$ cat config.mk
export PLATFORM = sky130hd
export DESIGN_NAME = pcre_rep_engine
export DESIGN_NICKNAME = d
export VERILOG_FILES = /design/src/rtl/pcre_engine_pkg.sv /design/src/rtl/pcre_rep_engine_stage.sv /design/src/rtl/pcre_rep_engine.sv
export SDC_FILE = /design/constraint.sdc
export NUM_CORES = 1
export LEC_CHECK = 0
export BUFFER_PORTS_ARGS = -buffer_cell sky130_fd_sc_hd__buf_2
export CAP_MARGIN = 10
export CORE_MARGIN = 10
export CORE_UTILIZATION = 61
export CTS_BUF_LIST = sky130_fd_sc_hd__clkbuf_2 sky130_fd_sc_hd__clkbuf_4 sky130_fd_sc_hd__clkbuf_8
export DETAILED_ROUTE_END_ITERATION = 6
export GPL_TIMING_DRIVEN = 0
export PLACE_DENSITY = 0.81
export SETUP_SLACK_MARGIN = 0.1
export SYNTH_ARGS = -nofsm -noshare
export SYNTH_HDL_FRONTEND = slang
export SYNTH_SLANG_ARGS = --single-unit
$ cat constraint.sdc
create_clock -name clk -period 2.1 [get_ports clk]
set_input_delay 0 -clock clk [delete_from_list [all_inputs] [get_ports clk]]
set_output_delay 0 -clock clk [all_outputs]
set_load 0.05 [all_outputs]
$ cat src/rtl/pcre_engine_pkg.sv
// Shared constants and parameter helpers
// for the PCRE repetition engine.
package pcre_engine_pkg;

  localparam int POS_W      = 16;
  localparam int MAX_STAGES = 8;

  // Pull field idx of width w out of a packed per-stage vector
  function automatic logic [31:0] rep_field(
    input logic [255:0] v,
    input int           idx,
    input int           w
  );
    return 32'((v >> (idx * w)) & ((256'(1) << w) - 256'(1)));
  endfunction

endpackage

$ cat src/rtl/pcre_rep_engine_stage.sv
// One char-class repetition stage:
// active bit plus bounded/unbounded repeat counter.
module rep_stage #(
  parameter int CNT_W = 4
) (
  input  logic             clk,
  input  logic             rst_n,
  input  logic             en,
  input  logic             sod,
  input  logic             cls,
  input  logic             prev_ready,
  input  logic [CNT_W-1:0] min_rep,
  input  logic [CNT_W-1:0] max_rep,
  output logic             act,
  output logic [CNT_W-1:0] cnt,
  output logic             ready
);

  logic             r_act;
  logic [CNT_W-1:0] r_cnt;
  logic             w_unb;
  logic             w_entry;
  logic             w_cont;
  logic             w_sat;
  logic [CNT_W-1:0] w_cnt_nxt;

  assign w_unb   = (max_rep == '0);
  assign w_entry = cls & prev_ready;
  assign w_cont  = cls & r_act & (w_unb | (r_cnt < max_rep));
  assign w_sat   = w_unb & (r_cnt == '1);

  // Continuing wins over a fresh entry; a full bounded run restarts at 1
  always_comb begin
    w_cnt_nxt = '0;
    if (w_cont)
      w_cnt_nxt = w_sat ? r_cnt : r_cnt + 1'b1;
    else if (w_entry)
      w_cnt_nxt = CNT_W'(1);
  end

  // Stage state advances only on accepted payload bytes
  always_ff @(posedge clk or negedge rst_n) begin
    if (!rst_n) begin
      r_act <= 1'b0;
      r_cnt <= '0;
    end else if (sod) begin
      r_act <= 1'b0;
      r_cnt <= '0;
    end else if (en) begin
      r_act <= w_entry | w_cont;
      r_cnt <= w_cnt_nxt;
    end
  end

  assign act   = r_act;
  assign cnt   = r_cnt;
  assign ready = r_act & (r_cnt >= min_rep);

endmodule

$ cat src/rtl/pcre_rep_engine.sv
// Chained char-class repetition matcher with
// sticky match flag and first-match position.
module pcre_rep_engine
  import pcre_engine_pkg::*;
#(
  parameter int                          N_STAGES = 4,
  parameter int                          CNT_W    = 4,
  parameter logic [N_STAGES*CNT_W-1:0]   MIN_REP  = {N_STAGES{CNT_W'(1)}},
  parameter logic [N_STAGES*CNT_W-1:0]   MAX_REP  = '0,
  parameter bit                          ANCHORED = 1'b0
) (
  input  logic                clk,
  input  logic                rst_n,
  input  logic                sod,
  input  logic                en,
  input  logic [N_STAGES-1:0] cls,
  output logic                match,
  output logic                match_pulse,
  output logic [POS_W-1:0]    match_pos,
  output logic                busy
);

  logic [POS_W-1:0]          r_bcnt;
  logic [POS_W-1:0]          r_lidx;
  logic [POS_W-1:0]          r_pos;
  logic                      r_match;
  logic                      r_pulse;
  logic [N_STAGES-1:0]       w_act;
  logic [N_STAGES-1:0]       w_ready;
  logic [N_STAGES-1:0]       w_prev;
  logic [N_STAGES*CNT_W-1:0] w_unused_cnt;
  logic                      w_first;
  logic                      w_last;
  logic                      w_hit;

  assign w_first = (r_bcnt == '0);
  assign w_last  = w_ready[N_STAGES-1];
  assign w_hit   = w_last & ~r_match;

  for (genvar i = 0; i < N_STAGES; i++) begin : g_st
    localparam logic [CNT_W-1:0] L_MIN =
      CNT_W'(rep_field(256'(MIN_REP), i, CNT_W));
    localparam logic [CNT_W-1:0] L_MAX =
      CNT_W'(rep_field(256'(MAX_REP), i, CNT_W));

    if (i == 0) begin : g_head
      assign w_prev[i] = ANCHORED ? w_first : 1'b1;
    end else begin : g_link
      assign w_prev[i] = w_ready[i-1];
    end

    rep_stage #(
      .CNT_W(CNT_W)
    ) u_st (
      .clk       (clk),
      .rst_n     (rst_n),
      .en        (en),
      .sod       (sod),
      .cls       (cls[i]),
      .prev_ready(w_prev[i]),
      .min_rep   (L_MIN),
      .max_rep   (L_MAX),
      .act       (w_act[i]),
      .cnt       (w_unused_cnt[i*CNT_W +: CNT_W]),
      .ready     (w_ready[i])
    );
  end

  // Byte index tracking and end-of-chain match capture
  always_ff @(posedge clk or negedge rst_n) begin
    if (!rst_n) begin
      r_bcnt  <= '0;
      r_lidx  <= '0;
      r_pos   <= '0;
      r_match <= 1'b0;
      r_pulse <= 1'b0;
    end else if (sod) begin
      r_bcnt  <= '0;
      r_lidx  <= '0;
      r_pos   <= '0;
      r_match <= 1'b0;
      r_pulse <= 1'b0;
    end else begin
      r_pulse <= w_hit;
      if (w_hit) begin
        r_match <= 1'b1;
        r_pos   <= r_lidx;
      end
      if (en) begin
        r_lidx <= r_bcnt;
        if (r_bcnt != '1)
          r_bcnt <= r_bcnt + 1'b1;
      end
    end
  end

  assign match       = r_match;
  assign match_pulse = r_pulse;
  assign match_pos   = r_pos;
  assign busy        = |w_act;

endmodule

# Word-level counts from Yosys, hierarchy flattened
# Index checks and enable logic that the tools add are counted.
# totals
out_inout_bits	19
latchBits	0
mem_count	0
register_bits	70
wordCells	95
mem_bits_ro	0
mem_bits_rw	0
inputBits	8
# op_classes
shifts	0
multipliers	0
n_lt_le_gt_ge	4
div_mod_pow	0
n_reduce_logical	9
n_bitwise	17
mux	38
n_addsub	5
n_eq_ne	9
# op_table
cell	count
16-bit two-way mux	7
4-bit two-way mux	16
16-bit by 1-bit adder with 16-bit output (second input constant)	1
4-bit by 1-bit adder with 4-bit output (second input constant)	4
4-bit equality test (second input constant)	4
4-bit by 1-bit >= comparator with 1-bit output (second input constant)	4
16-bit inequality test (second input constant)	1
1-bit two-way mux	15
1-bit bitwise AND	12
3-bit inequality test (second input constant)	4
2-bit AND reduction	5
2-bit nonzero test	3
1-bit OR	4
4-bit OR reduction	1
1-bit NOT	1

# Longest topological paths before layout
# Gate-level depths: netlist of run 1.
# logic_depth
word_depth	7
depth_mapped	7
depth_no_buf	6

# Modules after synthesis
# From an unflattened synthesis of run 1, not the netlist that was laid out.
# hier_totals
cells_unflattened	413
area_unflattened_um2	4201.5
# by_module_without_submodules
mod	seq_area_each_um2	cells_per_inst	area_each_um2	instances
pcre_rep_engine	1251.2	181	2194.6	1
rep_stage	125.1	58	501.7	4

# Worst setup path after synthesis of run 1
# OpenSTA, ideal clock, no wires.
# synth_path
kind	flip-flop to flip-flop
from	register g_st[3].u_st.r_cnt[0]
to	register r_pos[10], in the netlist match_pos[10]
required_ns	1.968
slack_ns	0.383
path_stages_with_launch	8
path_buffers	1
t_arrival_ns	1.585
period_less_slack_ns	1.717
setup_time_ns	0.132
path_cell_list	dfrtp_1 inv_1 ha_1 nor4b_2 nor3_4 buf_4 mux2i_1 nor2_1
# synth_via
elab_chain_len	4
# synth_rtl
element	line	rtl
from (decl)	pcre_rep_engine_stage.sv:20	logic [CNT_W-1:0] r_cnt;
from (signal assigned)	pcre_rep_engine_stage.sv:51	r_cnt <= w_cnt_nxt;
4-bit by 1-bit >= comparator with 1-bit output	pcre_rep_engine_stage.sv:57	assign ready = r_act & (r_cnt >= min_rep);
1-bit bitwise AND	pcre_rep_engine_stage.sv:57	
1-bit bitwise AND	pcre_rep_engine.sv:38	assign w_hit = w_last & ~r_match;
2-bit nonzero test (no line)	-	
to (signal assigned)	pcre_rep_engine.sv:87	r_pos <= r_lidx;
to (decl)	pcre_rep_engine.sv:25	logic [POS_W-1:0] r_pos;
# Every way passes these cells.
# A chain may end at the register's enable or synchronous reset.

# Final worst setup path of run 1
# layout_path
from	register r_bcnt[1]
to	register r_bcnt[8]
# layout_via
elab_chain_len	4
elab_cells_between_ends	7
classes_between	1 x add/sub; 1 x eq/ne; 3 x mux; 2 x reduce/logical
# layout_rtl
element	line	rtl
from (decl)	pcre_rep_engine.sv:23	logic [POS_W-1:0] r_bcnt;
from (signal assigned)	pcre_rep_engine.sv:92	r_bcnt <= r_bcnt + 1'b1;
16-bit by 1-bit adder with 16-bit output	pcre_rep_engine.sv:92	
16-bit two-way mux	pcre_rep_engine.sv:91	if (r_bcnt != '1)
16-bit two-way mux	pcre_rep_engine.sv:89	if (en) begin
16-bit two-way mux	pcre_rep_engine.sv:77	end else if (sod) begin
# Several ways; a longest one is shown, not always the timed one. The select of a mux whose other input is x is not followed.

==> flow_summary.json, run 1 <==
{
  "final_max_slew_viol_count": 0,
  "rr_startpoint": "r_bcnt[1]$_DFFE_PN0P_",
  "synth-edff-count": 0,
  "worstPathRequired_ns": 2.37,
  "antenna_found_initial": 0,
  "crit_end": "r_bcnt[8]$_DFFE_PN0P_",
  "start_util_pct": 64.1,
  "via_per_inst": 6.01,
  "netSwitchingFraction_pct": 22.1,
  "hold_violations": 0,
  "cts.clk_slew.worst_paths_ns": 0.07,
  "final_util_pct": 73.2,
  "firstDrtPassIters": 7,
  "diodes": 0,
  "synth.area.mux_share_pct": 10.1,
  "grt.overflow.total": 0,
  "pwr-share-seq_pct": 48.9,
  "slew_headroom_pct": 41.4,
  "ys_types": 51,
  "synth_compound_area_share_pct": 11.3,
  "cellPowerDensity_nw_per_um2": 682,
  "die_w_um": 96.8,
  "grt_first_pass_wirelength_um": 13100,
  "multi_input_area_um2": 1730,
  "clkPwrFrac_pct": 45.7,
  "tightest_slew_ns": 0.878,
  "cts_sinks": 70,
  "synth_area_leaders": "dfrtp_1 49%, mux2i_1 9.7%, nor2_1 4.7%",
  "ant_nets": 0,
  "crit_path_max_incr_delay_ns": 0.43,
  "synthAdderAreaFrac_pct": 4.52,
  "rsz0062_at_grt": "no",
  "total_switching_power_uw": 619,
  "start_kind": "flop",
  "fin_crit_sh_pct": 87.2,
  "crit_path_top_delay_cell": "dfrtp_1",
  "synth_top_family_by_area": "simple AND/OR/NAND/NOR gates",
  "drc": 0,
  "synth-xor-area-share_pct": 0.244,
  "drive_gt1_share_pct": 14.8,
  "ys_async_sr_fraction_pct": 100,
  "synth-seq-area-share_pct": 48.7,
  "intPower_uw": 2180,
  "finClkSkew_ns": 0.00818,
  "power.leakage_uw": 0.00189,
  "hpwl_um": 5400,
  "nets": 414,
  "wire_per_inst_um": 16.5,
  "hp-class": "input port to flop",
  "htree_levels": 3,
  "cts_tree": "yes",
  "ff2ff_setup_slack_ns": 0.27,
  "yosysTopAreaCell": "dfrtp_1",
  "worstSetupPathType": "flop to flop",
  "syn_nets": 373,
  "grt_usage_pct": 16.4,
  "vias": 2824,
  "gp_congestion": 0.859,
  "grt_pass1_vias": 2839,
  "num_rows": 27,
  "fill_cells": 416,
  "fin_tns_setup_ns": 0,
  "rr_worst_depth": 5,
  "max-cap-violations": 0,
  "path_cells": "ha_1, nand3_2, or3_4, or3_1, a21oi_1",
  "wl_um": 7760,
  "synth-seq-cells": 70,
  "ys.warnings.count": 0,
  "fp.dieH_um": 96.8,
  "synth_area_um2": 3590,
  "syn-mean-instance-area_um2": 10.2,
  "path_max_fanout": 5,
  "core_area_um2": 5610,
  "fin_crit_ns": 1.83,
  "max_freq_mhz": 546,
  "yosysTopAreaCellShare_pct": 48.7,
  "cts_buffers": 9,
  "cp-end-kind": "flop",
  "cp_data_arrival_time_ns": 2.10,
  "drt_first_iter_violations": 131,
  "crit_start": "r_bcnt[1]$_DFFE_PN0P_",
  "insertion_delay_ns": 0.35,
  "seqCellArea_um2": 1750,
  "synth-main-ff-cell": "dfrtp_1",
  "rr_endpoint": "r_bcnt[8]$_DFFE_PN0P_",
  "setup_viol": 0,
  "numPortBuffers": 25,
  "die_area_um2": 9360,
  "synth-simple-area-share_pct": 21.8,
  "netlist_instances": 352,
  "grt_max_degree": 71,
  "synthToLayoutAreaGrowth_pct": 14.2,
  "status": "complete, no violations",
  "clockRootBuffer": "clkbuf_8",
  "io_pins": 27,
  "clockBufferDepth": 2,
  "whs_ns": 0.00113,
  "vdd_drop_max_mv": 0.498,
  "comb_power_share_pct": 5.4
}
[synthesized netlist by cell type, types with 2 or more instances]
cell type / count
buf_1: 3
o21ai_0: 11
dfrtp_1: 70
mux2i_1: 35
o41ai_1: 2
or3_1: 3
clkbuf_1: 5
a31oi_1: 2
and4_1: 3
nor3_1: 4
a22oi_1: 2
a21oi_1: 21
nand2b_1: 3
o211ai_1: 5
nand4_4: 2
nand4_1: 5
or2_0: 2
nor2_1: 45
buf_2: 4
o21a_1: 2
o21bai_1: 3
o21ai_1: 2
buf_4: 2
nor4_1: 3
and3_1: 4
or4b_1: 2
ha_1: 13
inv_1: 14
nand3_1: 12
nand2_1: 29
or4_1: 13
nand3b_1: 2
o31ai_1: 6
[what timing repair did]
item / in CTS / in global routing
setup endpoints to repair: 10 / 1
pin swaps: 1 / 0
endpoints found under the hold margin: 74 / 0
hold buffers: 4 / 0
resized for setup: 0 / 1
setup buffers: 1 / 0
[area by class of cell]
cell class | count | area share [%]
clock inverters | 3 | 1.59
well taps | 72 | 2.20
clock buffers | 13 | 4.21
multi-input cells | 253 | 42.1
flip-flops and latches | 70 | 42.7
inverters | 15 | 1.37
repair buffers | 30 | 4.27
plain buffers | 14 | 1.59
[cell families after synthesis]
| group | after synthesis |
|---|---|
| and+or+nand+nor | 140 |
| DFF | 70 |
| AOI/OAI and AO/OA | 63 |
| muxes | 36 |
| buffers and inverters | 29 |
| adders and majority gates | 13 |
| xor gates and xnor gates | 1 |
[power by group through the flow]
stage	Combinational, µW	Sequential (µW)	Clock (µW)
6_report	151	1370	1280
5_1_grt	169	1370	1340
4_1_cts	153	1370	1290
3_5_place_dp	146	1400	0
3_3_place_gp	142	1390	0
2_1_floorplan	82.9	1390	0
[metrics by stage]
| step | cells | setup slack (ns) | power [µW] | cell area (µm²) |
|---|---|---|---|---|
| after global routing | 470 | 0.146 | 2880 | 4100 |
| after detailed placement | 449 | 0.0220 | 1540 | 3810 |
| after global placement | 449 | 0.0964 | 1540 | 3810 |
| after CTS | 470 | 0.269 | 2810 | 4100 |
| after floorplan | 352 | 0.383 | 1480 | 3590 |
| final | 470 | 0.270 | 2800 | 4100 |
[state kept, by name, summed over array words and instances, names as in the netlist]
register and count:
r_lidx 16, r_bcnt 16, g_st.u_st.act 4, match 1, match_pos 16, match_pulse 1, g_st.u_st.cnt 16
[layout by cell type, fill, tap and decap left out, types with 6 or more instances in the layout]
master    Yosys  routed
dfrtp_1      70      70
nand3_1      12      12
or4_1        13      13
clkbuf_8      0      12
buf_2         4      28
o31ai_1       6       6
ha_1         13      13
a21oi_1      21      21
nor2_1       45      45
mux2i_1      35      35
o21ai_0      11      11
nand2_1      29      29
inv_1        14      14
[how the worst min path moves through the flow]
| stage | endpoint | start | slack [ns] | depth (start not counted) |
|---|---|---|---|---|
| finish | r_bcnt[4]$_DFFE_PN0P_ | sod | 0.001 | 3 |
| global route | r_bcnt[4]$_DFFE_PN0P_ | sod | 0.03 | 3 |
| CTS | r_bcnt[4]$_DFFE_PN0P_ | sod | 0.0006 | 3 |
| detailed placement | g_st[3].u_st.cnt[1]$_DFFE_PN0P_ | rst_n | 0.17 | 1 |
| global placement | g_st[0].u_st.cnt[0]$_DFFE_PN0P_ | cls[0] | 0.28 | 3 |
| floorplan | g_st[0].u_st.act$_DFFE_PN0P_ | rst_n | -0.30 | 0 |
[worst max-delay path: cells and delay by family, from the launching register on]
| kind | cells | cell delay [ns] |
|---|---|---|
| AOI/OAI and AO/OA | 1 | 0.15 |
| adders and majority gates | 1 | 0.22 |
| DFF | 1 | 0.43 |
| and+or+nand+nor | 3 | 0.95 |
[layer usage]
layer  vias to the layer above  part of all wire [%]  global-route usage (%)
met3                        16                   4.5                    3.48
met5                         -                     0                       0
met4                         0                   2.2                    8.00
li1                       1368                     -                       -
met2                        54                    48                    26.3
met1                      1386                    45                    20.3
(Power assumes the default switching activity.)
==> run 2: changes to the inputs <==
--- a/config.mk
+++ b/config.mk
@@ -5,6 +5,7 @@
 export SDC_FILE = /design/constraint.sdc
 export NUM_CORES = 1
 export LEC_CHECK = 0
+export ABC_AREA = 1
 export BUFFER_PORTS_ARGS = -buffer_cell sky130_fd_sc_hd__buf_2
 export CAP_MARGIN = 10
 export CORE_MARGIN = 10
==> flow_summary.json, run 2 <==
{
  "wire_per_inst_um": 14.5,
  "setup_viol": 0,
  "post-cts-setup-buffer-count": 0,
  "synth.most_common_cell": "nand2_1",
  "final_max_slew_viol_count": 0,
  "drt_first_iter_violations": 282,
  "hold_violations": 0,
  "status": "complete, no violations",
  "slew_headroom_pct": 42.3,
  "die_area_um2": 9320,
  "vias": 3158,
  "synth_commonest_cells": "136 x nand2_1, 70 x dfrtp_1, 52 x inv_1, 52 x nand3_1, 41 x nor2_1",
  "min-delay-start": "cls[1]",
  "yosysTopAreaCell": "dfrtp_1",
  "yosysTopAreaCellShare_pct": 49.0,
  "placed_cells": 552,
  "firstDrtPassIters": 5,
  "cts_buffers": 9,
  "clockBufferDepth": 2,
  "rsz0062_at_grt": "no",
  "path_max_fanout": 10,
  "tightest_slew_ns": 0.866,
  "grt_pass1_vias": 3017,
  "start_kind": "flop",
  "antenna_found_initial": 0,
  "drive_gt1_share_pct": 11.4,
  "synth_area_um2": 3580,
  "synth-seq-area-share_pct": 49.0,
  "whs_ns": 0.0148,
  "cp_data_arrival_time_ns": 2.10,
  "cellPowerDensity_nw_per_um2": 686,
  "placed_cell_area_um2": 3790,
  "netlist_instances": 455,
  "final_cell_mix": "136 x nand2_1, 69 x dfrtp_1, 52 x inv_1, 52 x nand3_1, 41 x nor2_1",
  "insertion_delay_ns": 0.35,
  "grt_max_degree": 71,
  "ant_nets": 0,
  "via_per_inst": 5.51,
  "synth-main-ff-cell": "dfrtp_1",
  "num_rows": 27,
  "intPower_uw": 2110,
  "synth-edff-count": 0,
  "hp-class": "input port to flop",
  "grt.overflow.total": 0,
  "cts_sinks": 70,
  "fin_crit_ns": 1.86,
  "gp_congestion": 0.918,
  "comb_power_share_pct": 5.8,
  "fin_cells": 573,
  "ys_async_sr_fraction_pct": 100,
  "fp.dieH_um": 96.6,
  "hpwl_um": 5780,
  "cts_tree": "yes",
  "syn_nets": 476,
  "min_path_cells": 4,
  "ff2ff_setup_slack_ns": 0.24,
  "start_util_pct": 63.8,
  "fin_area_um2": 4080,
  "grt_first_pass_wirelength_um": 14000,
  "clkPwrFrac_pct": 44.9,
  "rr_endpoint": "r_bcnt[0]$_DFFE_PN0P_",
  "rr_worst_depth": 10,
  "final_common_cell": "nand2_1",
  "grt_usage_pct": 18.9,
  "nets": 517,
  "synth-seq-cells": 70,
  "netSwitchingFraction_pct": 24.5,
  "diodes": 0,
  "htree_levels": 3,
  "vdd_drop_max_mv": 0.377,
  "synthToLayoutAreaGrowth_pct": 14.1,
  "pwr-share-seq_pct": 49.3,
  "worstPathRequired_ns": 2.34,
  "crit_start": "r_bcnt[1]$_DFFE_PN0P_",
  "die_w_um": 96.6,
  "numPortBuffers": 25,
  "ys_types": 27,
  "wl_um": 8310,
  "total_switching_power_uw": 686,
  "core_area_um2": 5610,
  "max-cap-violations": 0,
  "ys.warnings.count": 0,
  "hold_end": "g_st[1].u_st.cnt[0]$_DFFE_PN0P_",
  "cts.clk_slew.worst_paths_ns": 0.08,
  "clockRootBuffer": "clkbuf_8",
  "cp-end-kind": "flop",
  "syn-mean-instance-area_um2": 7.86,
  "fin_ws_ns": 0.242,
  "rr_startpoint": "r_bcnt[1]$_DFFE_PN0P_",
  "fin_tns_setup_ns": 0,
  "pre_cts_ws_ns": 0.262,
  "worstSetupPathType": "flop to flop",
  "synth_area_leaders": "dfrtp_1 49%, nand2_1 14%, nand3_1 7.3%",
  "finClkSkew_ns": 0.00747,
  "power.leakage_uw": 0.00205,
  "io_pins": 27,
  "drc": 0,
  "max_freq_mhz": 538,
  "fin_crit_sh_pct": 88.5
}
==> run 2: power by group through the flow <==
stage | clock [µW] | sequential [µW] | combinational [µW]
detailed placement | 0 | 1400 | 154
finish | 1260 | 1380 | 162
global route | 1330 | 1380 | 184
CTS | 1260 | 1380 | 162
floorplan | 0 | 1400 | 88.1
global placement | 0 | 1400 | 149
==> run 2: through the flow <==
stage	utilization, %	total power (µW)
3_3_place_gp	67.6	1550
5_1_grt	72.7	2890
4_1_cts	72.7	2800
3_5_place_dp	67.6	1560
2_1_floorplan	-	1490
6_report	72.7	2800
==> run 2: final cells by class <==
class | count | area [µm²]
buffer | 12 | 65.1
clock buffer | 10 | 138
clock inverter | 6 | 93.8
fill | 426 | 1530
inverter | 52 | 195
multi-input combinational | 321 | 1570
sequential | 70 | 1750
tap | 72 | 90.1
timing repair buffer | 30 | 178
==> run 2: what timing repair did <==
item / 4_1_cts / 5_1_grt
resized for setup: 0 / 2
endpoints found under the setup margin: 0 / 11
hold buffers: 5 / 0
endpoints found under the hold margin: 75 / 0
==> run 2: critical path, cell delays in order, from the launching register on <==
cell,delay [ns]
dfrtp_1,0.44
ha_2,0.26
nand2_1,0.09
nor2_2,0.15
nand2_2,0.10
nor2_4,0.14
nand3_2,0.11
nand2_4,0.13
buf_6,0.15
nand2_1,0.06
o21ai_0,0.11
==> run 2: logic make-up (layout without fill, tap and decap cells) <==
kind of cell / Yosys count / after routing / share of synthesized area [%]
AND/OR/NAND/NOR: 248 / 248 / 29.7
buffers and inverters: 64 / 110 / 7.28
flip-flops: 70 / 70 / 49.0
adder cells (fa/ha/maj): 13 / 13 / 4.55
XOR/XNOR: 5 / 5 / 1.22
AO/OA/AOI/OAI: 55 / 55 / 8.26
==> run 2: worst max-delay path by stage <==
stage	to	slack, ns	cells after the start
floorplan	r_bcnt[0]$_DFFE_PN0P_	0.56	9
global placement	r_bcnt[9]$_DFFE_PN0P_	0.30	9
detailed placement	r_bcnt[11]$_DFFE_PN0P_	0.26	9
CTS	r_bcnt[11]$_DFFE_PN0P_	0.22	10
global route	r_bcnt[0]$_DFFE_PN0P_	0.14	10
finish	r_bcnt[0]$_DFFE_PN0P_	0.24	10
==> run 2: per-layer routing <==
| metal | share of wire [%] | track usage [%] |
|---|---|---|
| met5 | 0 | 0 |
| met4 | 3.5 | 10.3 |
| met3 | 5.8 | 3.08 |
| met2 | 46 | 29.7 |
| met1 | 44 | 24.4 |
